==> config.mk <==
export PLATFORM = sky130hd
export DESIGN_NAME = seg_display_scanner
export DESIGN_NICKNAME = d
export VERILOG_FILES = /design/src/rtl/seg_disp_pkg.sv /design/src/rtl/refresh_prescaler.sv /design/src/rtl/seg_display_scanner.sv
export SDC_FILE = /design/constraint.sdc
export NUM_CORES = 1
export LEC_CHECK = 0
export CAP_MARGIN = 0
export CORE_MARGIN = 2
export CORE_UTILIZATION = 45
export DETAILED_ROUTE_END_ITERATION = 6
export GPL_TIMING_DRIVEN = 0
export HOLD_SLACK_MARGIN = 0.12
export PLACE_DENSITY_LB_ADDON = 0.2
export REMOVE_ABC_BUFFERS = 1
export SYNTH_ARGS = -nofsm -noshare
export SYNTH_HDL_FRONTEND = slang
export SYNTH_HIERARCHICAL = 1
export SYNTH_SLANG_ARGS = --single-unit
==> constraint.sdc <==
create_clock -name clk -period 3.7 [get_ports clk]
set_clock_uncertainty 0.15 [all_clocks]
set_input_delay 1.11 -clock clk [delete_from_list [all_inputs] [get_ports clk]]
set_output_delay 1.11 -clock clk [all_outputs]
set_load 0.01 [all_outputs]
==> src/rtl/seg_disp_pkg.sv <==
// rtl/seg_disp_pkg.sv - shared constants and helpers for the seven-segment display path
package seg_disp_pkg;

    localparam int unsigned NUM_DIGITS = 4;

    localparam logic [3:0] CODE_DASH = 4'd10;
    localparam logic [3:0] CODE_R    = 4'd11;
    localparam logic [3:0] CODE_E    = 4'd14;

    // Codes without a decoder glyph are shown as a dash.
    function automatic logic [3:0] sanitise_code(input logic [3:0] c);
        case (c)
            4'd12, 4'd13, 4'd15: sanitise_code = CODE_DASH;
            default:             sanitise_code = c;
        endcase
    endfunction

    // Digit 0 is the leftmost nibble of the display word.
    function automatic logic [3:0] digit_of(input logic [15:0] w, input logic [1:0] s);
        case (s)
            2'd0:    digit_of = w[15:12];
            2'd1:    digit_of = w[11:8];
            2'd2:    digit_of = w[7:4];
            default: digit_of = w[3:0];
        endcase
    endfunction

endpackage

==> src/rtl/refresh_prescaler.sv <==
// rtl/refresh_prescaler.sv - free-running modulo-REFRESH_DIV counter with terminal-count tick
module refresh_prescaler #(
    parameter int unsigned REFRESH_DIV = 100000,
    parameter int unsigned CNT_W       = 17
) (
    input  logic i_clk,
    input  logic i_rst,
    output logic o_tick
);

    localparam logic [CNT_W-1:0] LAST = CNT_W'(REFRESH_DIV - 1);

    logic [CNT_W-1:0] r_cnt;

    assign o_tick = (r_cnt == LAST);

    always_ff @(posedge i_clk or posedge i_rst) begin
        if (i_rst) begin
            r_cnt <= '0;
        end else if (o_tick) begin
            r_cnt <= '0;
        end else begin
            r_cnt <= r_cnt + 1'b1;
        end
    end

endmodule

==> src/rtl/seg_display_scanner.sv <==
// rtl/seg_display_scanner.sv - 4-digit display multiplexer with frame-aligned word commit; optional SEG_SCAN_ERR_OVERRIDE_EN
module seg_display_scanner
    import seg_disp_pkg::*;
#(
    parameter int unsigned REFRESH_DIV = 100000,
    parameter int unsigned CNT_W       = 17
) (
    input  logic        clk,
    input  logic        rst,
    input  logic [15:0] din,
    input  logic        load,
    input  logic        err,
    output logic [1:0]  sel,
    output logic [3:0]  code,
    output logic        upd_pending,
    output logic        frame_start
);

    logic        w_tick;
    logic        w_wrap;
    logic [1:0]  w_next_sel;
    logic [15:0] w_next_active;
    logic [3:0]  w_next_code;
    logic [15:0] r_active;
    logic [15:0] r_shadow;

    refresh_prescaler #(
        .REFRESH_DIV (REFRESH_DIV),
        .CNT_W       (CNT_W)
    ) u_prescaler (
        .i_clk  (clk),
        .i_rst  (rst),
        .o_tick (w_tick)
    );

`ifndef SEG_SCAN_ERR_OVERRIDE_EN
    logic w_unused_err;
    assign w_unused_err = err;
`endif

    // code is derived from next-state sel/active so both registers update together.
    always_comb begin
        w_wrap        = w_tick && (sel == 2'd3);
        w_next_sel    = w_tick ? sel + 2'd1 : sel;
        w_next_active = r_active;
        if (w_wrap) begin
            if (load) begin
                w_next_active = din;
            end else if (upd_pending) begin
                w_next_active = r_shadow;
            end
        end
        w_next_code = sanitise_code(digit_of(w_next_active, w_next_sel));
`ifdef SEG_SCAN_ERR_OVERRIDE_EN
        if (err) begin
            case (w_next_sel)
                2'd0:    w_next_code = CODE_E;
                2'd1:    w_next_code = CODE_R;
                2'd2:    w_next_code = CODE_R;
                default: w_next_code = CODE_DASH;
            endcase
        end
`endif
    end

    always_ff @(posedge clk or posedge rst) begin
        if (rst) begin
            sel         <= 2'd0;
            code        <= 4'd0;
            upd_pending <= 1'b0;
            frame_start <= 1'b0;
            r_active    <= 16'h0000;
            r_shadow    <= 16'h0000;
        end else begin
            sel         <= w_next_sel;
            code        <= w_next_code;
            frame_start <= w_wrap;
            r_active    <= w_next_active;
            if (w_wrap) begin
                upd_pending <= 1'b0;
            end else if (load) begin
                r_shadow    <= din;
                upd_pending <= 1'b1;
            end
        end
    end

endmodule

==> impl_metrics.toml <==
[run_status]
status = "completed"

[worst_setup_path]
critPathKind = "register to register"
end_kind = "register"
rr_worst_depth = 12
r2r_end = "code[2]$_DFF_PP0_"
crit_arrival_ps = 3570
start_kind = "register"
cp-startpoint = "u_prescaler/r_cnt[0]$_DFF_PP0_"
crit_path_end = "code[2]$_DFF_PP0_"
reg2reg_slack_ps = 210
cp_max_fo = 19
r2r_start = "u_prescaler/r_cnt[0]$_DFF_PP0_"
timing.critical_path.required_ps = 3780

[route]
dr.pass1.iters = 4
vias_per_cell = 5.55
wl_per_cell_um = 15.6
drc = 0
vias = 1914
ant_nets = 0
drt-total-wl_um = 5370
drtIter0Drc = 161

[global_route]
grt_max_degree = 41
antenna_found_initial = 0
overflow = 0
grt_pass1_vias = 1802
grt_pass1_wl_um = 9000
grt_usage = 0.182

[synthesis]
synth_ff_type = "dfrtp_1"
synth.area.top_cells = "dfrtp_1 (53%), mux2_2 (6.7%), xnor2_1 (3.9%), nor2b_1 (3.7%), a22oi_1 (3.6%)"
netlist_area_mm2 = 0.00271
syn_inst = 240
synth_edf_count = 0
yosysTopAreaCellShare = 0.527
synth_seq_area_share = 0.527
ys_ff_latch = 57
yosys.area.top_type = "dfrtp_1"
netlist_top_cells_count = "dfrtp_1 (57), mux2_2 (16), nor2_1 (16), nor2b_1 (16), a31oi_1 (15)"
synth.avg_cell_area_um2 = 11.3
yosysWarnings = 6
synth.most_common_cell = "dfrtp_1"
async_flop_share = 1.00
synth.distinct_cells = 39

[flow_run]
drv_cap = 0

[timing]
rsz0062_at_grt = "false"
max_freq_ghz = 0.286
fin_crit_sh = 0.944
slew_headroom = 0.290
setup_viol = 0
finalHoldViolCount = 0
slew_violations = 0
period_needed_ps = 3490
worst_pin_slew_ps = 1060
setup_ws_ps = 208

[min_path]
hold_path_class = "register to register"

[die]
initial_core_util = 0.460
die_w_um = 81.6
rows = 28
core-area_mm2 = 0.00589
die-area_mm2 = 0.00666
ioPinCount = 28
die_y_um = 81.6

[clock_network]
clock-sinks = 57
cts_made_buffers = 9
clk_pin_slew_ps = 70
ctsHoldBuffers = 0
cts_setup_buffers = 0
cts_root_buf = "clkbuf_8"
htreeDepth = 3
clk-insertion-delay-late_ps = 330
clockBufferDepth = 2
cts_tree = "built"

[placement]
place_area_mm2 = 0.00297
gp_congestion = 0.781
portBuffers = 26
placed_cells = 329
dpl_worst_slack_ps = -267
post-dp-hpwl_um = 3390

[final_layout]
area_delta_synth_final_pct = 18.8
final_core_util = 0.547
stdcell_count = 345
drive_gt1_frac = 0.156
postLayoutCellArea_mm2 = 0.00322
antenna_cells = 0
fin_nets = 287
filler_cell_count = 528

[pwr]
powerDensity_mw_per_mm2 = 464
totalPowerFinal_mw = 1.49
peakVddDrop_v = 0.000276
p_leak_nw = 1.35
==> worst max-delay path: stages, from the launching register on <==
cell      delay, ps
dfrtp_1         380
ha_1            220
nand3_1         120
nor2_1          220
and4_1          620
nand2_4         300
clkinv_4        240
a31oi_1         110
o21ai_0         400
o22ai_1         150
or2_0           260
a21oi_1         160
nor2_1           50
==> through the flow <==
step	hold slack, ps	TNS, ps
floorplan	305	0
finish	339	0
detailed placement	335	-618
CTS	343	0
global placement	326	-626
global route	369	0
==> metal layers <==
layer	track usage	vias to the layer above	part of all wire
met5	0	-	0
met4	0.0700	0	0.0080
met3	0.0505	4	0.050
met1	0.280	939	0.51
met2	0.241	51	0.43
li1	-	920	-
==> repair_timing <==
item / 4_1_cts / 5_1_grt
resized for setup: 0 / 1
hold endpoints to repair: 0 / 0
endpoints found under the setup margin: 0 / 3
==> registers in the layout (all words and copies together), names as in the netlist <==
| name | cells |
|---|---|
| u_prescaler/r_cnt | 17 |
| r_active | 16 |
| code | 4 |
| r_shadow | 16 |
| frame_start | 1 |
| upd_pending | 1 |
| sel | 2 |
==> cells in the final DEF (no fill, tap or decap), drive strengths merged, types with 7 or more instances in the layout <==
cell type      synthesis  layout
o22ai                  7       7
o21ai                 17      17
clkbuf                 2      11
nor2                  16      16
inv                    7       7
mux2                  16      16
nand2                 10      10
nor2b                 16      16
a31oi                 15      15
xnor2                 12      12
dfrtp                 57      57
clkdlybuf4s50          0      26
a22oi                 15      15
==> layout make-up <==
class | count | area (µm²) | share of cell area
clock inverters | 5 | 103 | 0.0319
well taps | 75 | 93.8 | 0.0291
repair buffers | 26 | 260 | 0.0808
flip-flops and latches | 57 | 1430 | 0.443
inverters | 8 | 35.0 | 0.0109
multi-input cells | 163 | 1160 | 0.360
clock buffers | 11 | 141 | 0.0439
==> cells by family (layout without fill, tap and decap cells) <==
logic type | Yosys count | in the layout | share of synthesized area
multiplexers | 19 | 19 | 0.0776
flip-flops | 57 | 57 | 0.527
buffers and inverters | 20 | 50 | 0.0457
AO/OA/AOI/OAI | 58 | 58 | 0.137
adder cells (fa/ha/maj) | 2 | 2 | 0.00924
XOR/XNOR | 16 | 16 | 0.0517
AND/OR/NAND/NOR | 68 | 68 | 0.152
==> worst min path at each step <==
stage | from | depth (start not counted) | slack, ps | end
final | u_prescaler/r_cnt[0]$_DFF_PP0_ | 1 | 340 | u_prescaler/r_cnt[0]$_DFF_PP0_
after CTS | u_prescaler/r_cnt[0]$_DFF_PP0_ | 1 | 340 | u_prescaler/r_cnt[0]$_DFF_PP0_
after detailed placement | u_prescaler/r_cnt[0]$_DFF_PP0_ | 1 | 330 | u_prescaler/r_cnt[0]$_DFF_PP0_
after global routing | r_shadow[1]$_DFFE_PP0P_ | 1 | 370 | r_shadow[1]$_DFFE_PP0P_
after global placement | u_prescaler/r_cnt[0]$_DFF_PP0_ | 1 | 330 | u_prescaler/r_cnt[0]$_DFF_PP0_
after floorplan | u_prescaler/r_cnt[0]$_DFF_PP0_ | 1 | 310 | u_prescaler/r_cnt[0]$_DFF_PP0_
==> report_power, final <==
| group | switching (mW) | total (mW) | internal, mW |
|---|---|---|---|
| sequential | 0.0157 | 0.675 | 0.660 |
| combinational | 0.0501 | 0.111 | 0.0605 |
| clock | 0.244 | 0.708 | 0.465 |
| total | 0.309 | 1.49 | 1.18 |
(Power assumes the default switching activity.)
